### config.mk
export PLATFORM = sky130hd
export DESIGN_NAME = up_counter_load_seq
export DESIGN_NICKNAME = d
export VERILOG_FILES = /design/src/rtl/counter_ctrl_pkg.sv /design/src/rtl/count_wrap_detect.sv /design/src/rtl/up_counter_load_seq.sv
export SDC_FILE = /design/constraint.sdc
export NUM_CORES = 1
export LEC_CHECK = 0
export CELL_PAD_IN_SITES_DETAIL_PLACEMENT = 0
export CELL_PAD_IN_SITES_GLOBAL_PLACEMENT = 1
export CORE_UTILIZATION = 42
export CTS_CLUSTER_SIZE = 14
export DETAILED_ROUTE_END_ITERATION = 12
export DONT_BUFFER_PORTS = 1
export PLACE_DENSITY_LB_ADDON = 0.1
export SYNTH_ARGS = -nofsm -noshare
export SYNTH_HDL_FRONTEND = slang
export SYNTH_SLANG_ARGS = --single-unit
### constraint.sdc
create_clock -name clk -period 2.04 [get_ports clk]
set_input_delay 0.408 -clock clk [delete_from_list [all_inputs] [get_ports clk]]
set_output_delay 0.408 -clock clk [all_outputs]
set_load 0.05 [all_outputs]
### src/rtl/counter_ctrl_pkg.sv
// Shared definitions for the counter command sequencer.
//   - Default counter width and wrap-count field width.
//   - Two-bit FSM state encoding (ST_*), plus an enum built on it so the
//     state register and its debug output carry readable names.
package counter_ctrl_pkg;

  localparam int DEF_WIDTH  = 4;
  localparam int DEF_WRAP_W = 4;

  localparam logic [1:0] ST_IDLE = 2'd0;
  localparam logic [1:0] ST_LOAD = 2'd1;
  localparam logic [1:0] ST_WAIT = 2'd2;
  localparam logic [1:0] ST_DONE = 2'd3;

  typedef enum logic [1:0] {
    S_IDLE = ST_IDLE,
    S_LOAD = ST_LOAD,
    S_WAIT = ST_WAIT,
    S_DONE = ST_DONE
  } state_t;

endpackage

### src/rtl/count_wrap_detect.sv
// Wrap-event detector for the up counter's d_out.
// Ports:
//   clk, rst  : rising-edge clock, asynchronous active-high reset
//   clear     : invalidates the stored previous sample (driven during LOAD)
//   sample    : capture cnt as the previous sample this cycle (WAIT)
//   cnt       : counter d_out
//   wrap      : combinational single-bit event, previous == all-ones and
//               current == 0, only when the previous sample is valid
module count_wrap_detect
  import counter_ctrl_pkg::*;
#(
  parameter int WIDTH = DEF_WIDTH
) (
  input  logic             clk,
  input  logic             rst,
  input  logic             clear,
  input  logic             sample,
  input  logic [WIDTH-1:0] cnt,
  output logic             wrap
);

  logic [WIDTH-1:0] prev_cnt;
  logic             prev_valid;

  always_ff @(posedge clk or posedge rst) begin
    if (rst) begin
      prev_cnt   <= '0;
      prev_valid <= 1'b0;
    end else if (clear) begin
      // The first WAIT cycle must not compare against whatever the counter
      // held before the load, or a pre-load value of all-ones followed by a
      // start of zero would look like a wrap.
      prev_valid <= 1'b0;
    end else if (sample) begin
      prev_cnt   <= cnt;
      prev_valid <= 1'b1;
    end
  end

  assign wrap = prev_valid && (prev_cnt == '1) && (cnt == '0);

endmodule

### src/rtl/up_counter_load_seq.sv
// Command sequencer in front of the up counter's load/d_in inputs.
// A preload command is accepted, load is pulsed for one cycle with the start
// value, then the counter output is watched for a programmed number of
// all-ones -> zero wrap events; completion is flagged by a one-cycle done.
//
// Handshake: a command transfers on a rising edge where cmd_valid and
// cmd_ready are both high. cmd_ready is high only in IDLE and does not depend
// on cmd_valid; cmd_valid outside IDLE is simply ignored (nothing buffered).
//
// Ports:
//   clk, rst           : rising-edge clock, asynchronous active-high reset
//   cmd_valid/cmd_ready: command handshake
//   cmd_start          : preload value, captured into d_in on accept
//   cmd_wraps          : wrap events to wait for (0 = none)
//   abort              : cancel a command in LOAD or WAIT (no done)
//   load, d_in         : counter load strobe and preload data
//   cnt                : counter d_out
//   busy               : command in flight (LOAD or WAIT)
//   wrap_seen          : wraps counted for the current command
//   done               : one-cycle completion pulse
//   state              : current FSM state, for observation
module up_counter_load_seq
  import counter_ctrl_pkg::*;
#(
  parameter int WIDTH  = DEF_WIDTH,
  parameter int WRAP_W = DEF_WRAP_W
) (
  input  logic              clk,
  input  logic              rst,
  input  logic              cmd_valid,
  output logic              cmd_ready,
  input  logic [WIDTH-1:0]  cmd_start,
  input  logic [WRAP_W-1:0] cmd_wraps,
  input  logic              abort,
  output logic              load,
  output logic [WIDTH-1:0]  d_in,
  input  logic [WIDTH-1:0]  cnt,
  output logic              busy,
  output logic [WRAP_W-1:0] wrap_seen,
  output logic              done,
  output state_t            state
);

  state_t            state_q;
  state_t            state_d;
  logic [WRAP_W-1:0] wraps_q;
  logic              accept;
  logic              wrap;
  logic              count_wrap;
  logic              last_wrap;

  assign accept     = cmd_valid && cmd_ready;
  // Abort takes priority over a coincident wrap event.
  assign count_wrap = (state_q == S_WAIT) && wrap && !abort;
  assign last_wrap  = (wrap_seen + WRAP_W'(1)) == wraps_q;
  assign state      = state_q;

  count_wrap_detect #(
    .WIDTH(WIDTH)
  ) u_wrap_detect (
    .clk   (clk),
    .rst   (rst),
    .clear (state_q == S_LOAD),
    .sample(state_q == S_WAIT),
    .cnt   (cnt),
    .wrap  (wrap)
  );

  always_ff @(posedge clk or posedge rst) begin
    if (rst) begin
      state_q <= S_IDLE;
    end else begin
      state_q <= state_d;
    end
  end

  always_comb begin
    state_d   = state_q;
    cmd_ready = 1'b0;
    load      = 1'b0;
    busy      = 1'b0;
    done      = 1'b0;
    case (state_q)
      S_IDLE: begin
        cmd_ready = 1'b1;
        if (cmd_valid) state_d = S_LOAD;
      end
      S_LOAD: begin
        load = 1'b1;
        busy = 1'b1;
        if (abort)              state_d = S_IDLE;
        else if (wraps_q == '0) state_d = S_DONE;
        else                    state_d = S_WAIT;
      end
      S_WAIT: begin
        busy = 1'b1;
        if (abort)                  state_d = S_IDLE;
        else if (wrap && last_wrap) state_d = S_DONE;
      end
      S_DONE: begin
        done    = 1'b1;
        state_d = S_IDLE;
      end
      default: state_d = S_IDLE;
    endcase
  end

  // d_in keeps the last start value after LOAD; wrap_seen holds its final
  // count until the next accept clears it.
  always_ff @(posedge clk or posedge rst) begin
    if (rst) begin
      d_in      <= '0;
      wraps_q   <= '0;
      wrap_seen <= '0;
    end else if (accept) begin
      d_in      <= cmd_start;
      wraps_q   <= cmd_wraps;
      wrap_seen <= '0;
    end else if (count_wrap) begin
      wrap_seen <= wrap_seen + WRAP_W'(1);
    end
  end

endmodule

# Word-level counts from Yosys, hierarchy flattened
# Index checks and enable logic that the tools add are counted.
# word_totals
inputBits	16
elab_cells	44
register_bits	19
output_inout_bits	14
# op_classes
n_bitwise	1
addsub	1
n_mux	14
reduce_logical	15
n_eq_ne	7
# ops
cell	n
zero test 4 bit	2
2-to-1 mux 2 bit	4
2-to-1 mux 4 bit	2
one-hot mux 2 bit (4 select lines)	1
2-to-1 mux 1 bit	7
logical AND 1 bit	6
adder 4 x 1 -> 4 bit (second input constant)	1
equality test 2 bit (second input constant)	2
equality test 4 bit	1
equality test 4 bit (second input constant)	1
AND reduction 2 bit	2
nonzero test 2 bit	2
inequality test 3 bit (second input constant)	1
equality test 2 x 1 -> 1 bit (second input constant)	1
zero test 2 bit	1
inequality test 2 bit (second input constant)	1
OR reduction 2 bit	1
zero test 1 bit	1
NOT 1 bit	1

# Logic depth before layout (Yosys ltp)
# Gate-level depths: netlist of run 1.
# depth
ltp_word	7
depth_mapped	7
ltp_nobuf	6

# Cells and area by module
# Synthesis of run 1 repeated with hierarchy kept, for this count alone.
# hier_totals
cells_unflattened	83
hier_area_um2	1018.5
# by_module_without_submodules
module	instances	seq_area_each_um2	cells_per_inst	area_each_um2
up_counter_load_seq	1	350.3	66	794.5
count_wrap_detect	1	125.1	17	224.0

# Least setup slack after synthesis of run 1
# OpenSTA, ideal clock, no wires.
# synth_path
path_kind	register -> register
from	reg state_q[0], in the netlist state[0]
to	reg d_in[0]
path_buffers	1
synth_period_minus_slack_ns	2.347
required_time_ns	1.915
t_arrival_ns	2.222
stages_incl_launch_ff	6
setup_time_ns	0.125
slack_ns	-0.307
path_cell_list	dfrtp_1 > inv_1 > ha_1 > and2_1 > clkbuf_1 > mux2_2
# synth_via
elab_chain_cells	3
# synth_lines
element	line	source
start, declared	up_counter_load_seq.sv:44	state_t state_q;
start signal, assigned	up_counter_load_seq.sv:73	state_q <= state_d;
zero test 2 bit	up_counter_load_seq.sv:83	case (state_q)
2-to-1 mux 1 bit	up_counter_load_seq.sv:83	
net cmd_ready	up_counter_load_seq.sv:31	output logic cmd_ready,
logical AND 1 bit	up_counter_load_seq.sv:52	assign accept = cmd_valid && cmd_ready;
end signal, assigned	up_counter_load_seq.sv:116	d_in <= cmd_start;
end, declared	up_counter_load_seq.sv:36	output logic [WIDTH-1:0] d_in,
# The timed path passes the listed nets, and every way through them passes these cells.
# A chain may end at the register's enable or synchronous reset.

# Final worst setup path of run 1
# layout_path
from	reg state_q[0], in the netlist state[0]
to	reg wrap_seen[3]
# layout_via
elab_chain_cells	4
elab_cells_between_ends	8
cone_classes	eq/ne (1); mux (2); reduce/logical (5)
# layout_lines
element	line	source
zero test 2 bit or equality test 2 bit (tied branches)	up_counter_load_seq.sv:83, up_counter_load_seq.sv:54	
2-to-1 mux 1 bit or logical AND 1 bit (tied branches)	up_counter_load_seq.sv:83, up_counter_load_seq.sv:54	
logical AND 1 bit, on equally long branches	up_counter_load_seq.sv:52, up_counter_load_seq.sv:54	
2-to-1 mux 4 bit or nonzero test 2 bit (tied branches)	--	
end signal, assigned	up_counter_load_seq.sv:120	wrap_seen <= wrap_seen + WRAP_W'(1);
end, declared	up_counter_load_seq.sv:39	output logic [WRAP_W-1:0] wrap_seen,
# Several ways; a longest one is shown, not always the timed one.

==> results.md, run 1 <==
* XOR/XNOR Fraction of Synth Area at 0.06950
* Fmax at 0.5364 GHz
* Vias in the first global route at 677
* Hold Fails Final Rpt at 0
* Hold Crit Class: input port to asynchronous set/reset pin
* DIE HEIGHT at 50.11 um
* Final WS setup at 0.1756 ns
* Post-DP HPWL at 1.372 mm
* I/O pin count at 30
* RSZ-0062 raised after global routing: no
* IO Port Bufs at 0
* Largest family of logic cells by synthesized area: multiplexers
* Count of different cell masters after synthesis at 28
* Yosys warnings at 0
* Met2 GRT Util at 0.2378
* Sequential area share after synthesis at 0.4891
* Routed Wire Length at 1.719 mm
* Final worst path period share at 0.9139
* Die area at 2511 um2
* Req. time, crit path at 2.26 ns
* Clock sink count at 19
* Arr. time, crit path at 2.09 ns
* Nets at 117
* Kind of critical path: flip-flop to flip-flop
* Clock Skew at 0.003686 ns
* Clock Latency Late Sink at 0.29 ns
* Maxcap violations at 0
* Synth Area in Simple Gates at 0.1326
* GR peak layer: met2
* DRT antenna net count at 0
* Share of cells above drive strength 1 at 0.3298
* CTS resizes at 0
* Complex-gate fraction of the synthesized area at 0.05792
* Setup Viol. Count Final at 0
* R2R setup slack at 0.18 ns
* Antenna cell count at 0
* Die X at 50.11 um
* Pwr Density at 1601 nW/um2
* WHS at 0.1062 ns
* Placed Instance Area at 1091 um2
* Cells after synthesis at 82
* Initial Util at 0.4437
* Worst Path Max Fanout at 4
* # rows at 17
* Status: complete, no violations
* Initial antenna violation count at 0
* Setup TNS at 0 ns
* Multiplexer share of the synthesized area at 0.1493
* DRT iter0 DRCs at 4
* # DRC at 0
* Leakage at 0.4847 nW
* Pre-CTS worst setup slack at 0.1884 ns
* Mean Syn Cell Area at 11.86 um2
* CP Capture Type: flip-flop
* Largest net degree at the start of global routing at 20
* Final max-slew violation count at 0
* Total global routing overflow at 0
* CORE AREA at 2191 um2
* Post-CTS Setup Repair Bufs at 0
* Cell area after layout at 1119 um2
* Synthesized Nets at 104
* Met3 Resource Use GR at 0.04938
* Finished Layout Cells at 122
* Post-CTS Hold Fix Bufs at 0
* Max VDD drop at 1019 uV
* Vias at 640
* Placed cell count at 118
* Synth Area in Adders at 0.07722
* 1st-pass router iterations at 2
* Clk buf depth at 2
* Synth Register Bits at 19
* RePlAce Congestion at 0.7107
* Final core utilization at 0.5106
* Worst slew margin at 0.5227
* Final Total Pwr at 1.791 mW
* CTS root buf: clkbuf_4
* CP Launch Type: flip-flop
* Post-Synthesis Cell Area at 972.2 um2
* GRT met1 Usage at 0.2164
* CTS Buf Count at 3
* GRT Total Usage at 0.1637
* H-Tree Depth at 1
* Worst-path clk slew at 0.11 ns
* CTS tree: done
* First-pass GRT wire length at 2.987 mm
* Area added between synthesis and finish at 15.06%
* WL per Instance at 14.09 um
* Slew @ Worst Pin at 0.7151 ns
* Via density at 5.246
* Fin crit period at 1.864 ns
==> final timing paths <==
kind                                           startpoint                   endpoint  cells after the start
worst max-delay path                             state[0]               wrap_seen[3]                      6
worst min register to register  u_wrap_detect.prev_cnt[3]  u_wrap_detect.prev_cnt[3]                      1
worst max register to register                   state[0]               wrap_seen[3]                      6
worst min-delay path                                  rst                 wraps_q[0]                      1
min in group clk                             cmd_wraps[0]                 wraps_q[0]                      1
max in group asynchronous                             rst                   state[1]                      1
==> report_power, final <==
group          total [mW]  internal, mW  switching, mW  leakage [nW]
Sequential          0.785         0.528          0.257         0.231
Combinational       0.819         0.341          0.478         0.236
Clock               0.186        0.0729          0.114        0.0177
Total                1.79         0.943          0.848         0.485
==> synthesized netlist by cell type <==
library cell / count / area share
or3_1: 2 / 0.013
and2_1: 1 / 0.0064
clkbuf_1: 1 / 0.0039
xor3_1: 1 / 0.024
nor2b_1: 2 / 0.013
nor4_1: 1 / 0.0064
or4_1: 1 / 0.0077
nor3_1: 4 / 0.021
dfrtp_1: 19 / 0.49
or2_0: 1 / 0.0064
or4b_1: 1 / 0.010
xor2_1: 2 / 0.018
o2bb2ai_1: 1 / 0.0090
nand4b_1: 1 / 0.0090
mux2i_1: 1 / 0.010
o21ai_1: 2 / 0.010
inv_1: 4 / 0.015
ha_1: 6 / 0.077
nor2_1: 5 / 0.019
o21ai_0: 1 / 0.0051
a31oi_1: 2 / 0.013
nand3_1: 1 / 0.0051
a21oi_1: 4 / 0.021
mux2_2: 12 / 0.14
nand3b_1: 1 / 0.0077
xnor2_1: 3 / 0.027
buf_2: 1 / 0.0051
or2b_1: 1 / 0.0077
==> kinds of logic (layout without fill, tap and decap cells) <==
logic type,count (synthesis),in the layout
DFF,19,19
buffers and inverters,6,18
AOI/OAI and AO/OA,10,10
muxes,13,13
xor gates and xnor gates,6,6
adders and majority gates,6,6
and+or+nand+nor,22,22
==> final cells by class <==
class,instances,area [um2]
Inverter,4,15.01
Fill cell,208,1072
Timing Repair Buffer,10,75.07
Tap cell,28,35.03
Multi-Input combinational cell,57,488.0
Clock inverter,1,5.005
Clock buffer,3,22.52
Sequential cell,19,478.0
==> worst max-delay path, cell delays in order, from the launching register on <==
cell and delay, ns:
dfrtp_2 0.42, inv_2 0.10, ha_4 0.14, or2b_1 0.23, or4_1 0.45, or3_1 0.33
a21oi_1 0.12
==> state kept, by name, summed over array words and instances, names as in the netlist <==
register / flops
u_wrap_detect.prev_cnt: 4
wrap_seen: 4
d_in: 4
u_wrap_detect.prev_valid: 1
state: 2
wraps_q: 4
==> cells in the final DEF (no fill, tap or decap), types with 3 or more instances in the layout <==
cell type	netlist	final
clkbuf_4	0	3
dfrtp_1	19	17
nor2_1	5	5
buf_4	0	10
inv_1	4	3
a21oi_1	4	4
ha_1	6	4
xnor2_1	3	3
mux2_2	12	12
nor3_1	4	4
==> metal layers <==
metal | up-vias | share of wire
met1 | 306 | 0.49
li1 | 312 | -
met3 | 4 | 0.059
met2 | 18 | 0.44
met4 | 0 | 0.0099
met5 | - | 0
(Power assumes the default switching activity.)
==> run 2, diff against run 1 <==
- CORE_MARGIN: unset -> 1.5
==> results.md, run 2 (synthesis results as in run 1) <==
* Post-DP HPWL at 1.451 mm
* CTS Buf Count at 3
* CTS resizes at 0
* CP Launch Type: flip-flop
* CORE AREA at 2191 um2
* # rows at 17
* Commonest non-fill, non-tap cell in the layout: dfrtp_1
* Fmax at 0.5359 GHz
* CP Capture Type: flip-flop
* Routed Wire Length at 1.810 mm
* DRT iter0 DRCs at 7
* DIE HEIGHT at 51.11 um
* CP Buf/Inv Count at 1
* RePlAce Congestion at 0.7170
* Reg2reg start: state[0]
* Leakage at 0.4820 nW
* Maxcap violations at 0
* 1st-pass router iterations at 4
* Clock sink count at 19
* Setup Viol. Count Final at 0
* Filler cells at 202
* Kind of critical path: flip-flop to flip-flop
* Total global routing overflow at 0
* Final worst path period share at 0.9147
* Hold Fails Final Rpt at 0
* Req. time, crit path at 2.27 ns
* Largest net degree at the start of global routing at 20
* DRT antenna net count at 0
* CTS tree: done
* Final Total Pwr at 1.791 mW
* Most frequent cells in the layout: 17 x dfrtp_1, 12 x mux2_2, 10 x buf_4
* Area added between synthesis and finish at 14.93%
* Crit path from: state[0]
* Vias in the first global route at 700
* Die area at 2612 um2
* Vias at 663
* Pwr Density at 1603 nW/um2
* Slew @ Worst Pin at 0.7276 ns
* GRT Total Usage at 0.1631
* Via density at 5.434
* Clk buf depth at 2
* Multi-input gate area at 488.0 um2
* Antenna cell count at 0
* Worst Path Max Fanout at 4
* Initial antenna violation count at 0
* Initial Util at 0.4437
* Setup TNS at 0 ns
* Post-CTS Setup Repair Bufs at 0
* Worst slew margin at 0.5144
* # DRC at 0
* Worst-path cell chain: inv_2, ha_4, or2b_1, or4_1, or3_1, a21oi_1
* Peak per-stage delay on the critical path at 0.46 ns
* First-pass GRT wire length at 3.125 mm
* Arr. time, crit path at 2.10 ns
* Post-CTS Hold Fix Bufs at 0
* Family with the most delay on the worst path: simple AND/OR/NAND/NOR gates
* Max VDD drop at 1149 uV
* Die X at 51.11 um
* WL per Instance at 14.84 um
* H-Tree Depth at 1
* CTS root buf: clkbuf_4
* Worst-path clk slew at 0.11 ns
* Share of cells above drive strength 1 at 0.3191
* R2R setup slack at 0.17 ns
* Final max-slew violation count at 0
* Status: complete, no violations
* IO Port Bufs at 0
* I/O pin count at 30
* Clock Latency Late Sink at 0.29 ns
* Sequential cell area at 478.0 um2
* Hold Crit Class: input port to asynchronous set/reset pin
* Clock Skew at 0.008869 ns
* RSZ-0062 raised after global routing: no
* WHS at 0.1057 ns
* Fin crit period at 1.866 ns
* Nets at 117
* Critical Path Slowest Stage Cell: or4_1
==> run 2: path summary, 6_finish.rpt <==
path / end / cells past startpoint
worst max register to register: wrap_seen[2] / 6
worst min register to register: u_wrap_detect.prev_cnt[0] / 1
worst max-delay path: wrap_seen[2] / 6
worst min-delay path: u_wrap_detect.prev_valid / 1
min in group clk: u_wrap_detect.prev_cnt[2] / 1
max in group asynchronous: state[1] / 1
==> run 2: area by class of cell <==
cell class	instances	share of cell area
flip-flops and latches	19	0.4278
inverters	4	0.01344
clock buffers	4	0.02352
multi-input cells	57	0.4367
well taps	28	0.03136
repair buffers	10	0.06719
==> run 2: power by group <==
part | total (mW) | internal [mW] | switching (mW)
combinational | 0.816 | 0.337 | 0.479
sequential | 0.788 | 0.528 | 0.260
clock | 0.187 | 0.0761 | 0.111
==> run 2: through the flow <==
step                worst slack, ns  instance area, um2  cells    util
global route                0.05272                1117    122  0.5100
floorplan                 0.0003808               997.2     82       -
detailed placement           0.1829                1091    118  0.4980
finish                       0.1741                1117    122  0.5100
global placement             0.2275                1091    118  0.4980
CTS                          0.1600                1117    122  0.5100
==> run 2: routing by layer <==
metal	share of wire	vias to the layer above	global-route usage	routed length (um)
met5	0	-	0	0
met4	0.014	0	0.06757	25
met3	0.076	4	0.05848	138
met2	0.47	21	0.2489	842
met1	0.44	322	0.2091	803
li1	-	316	-	-
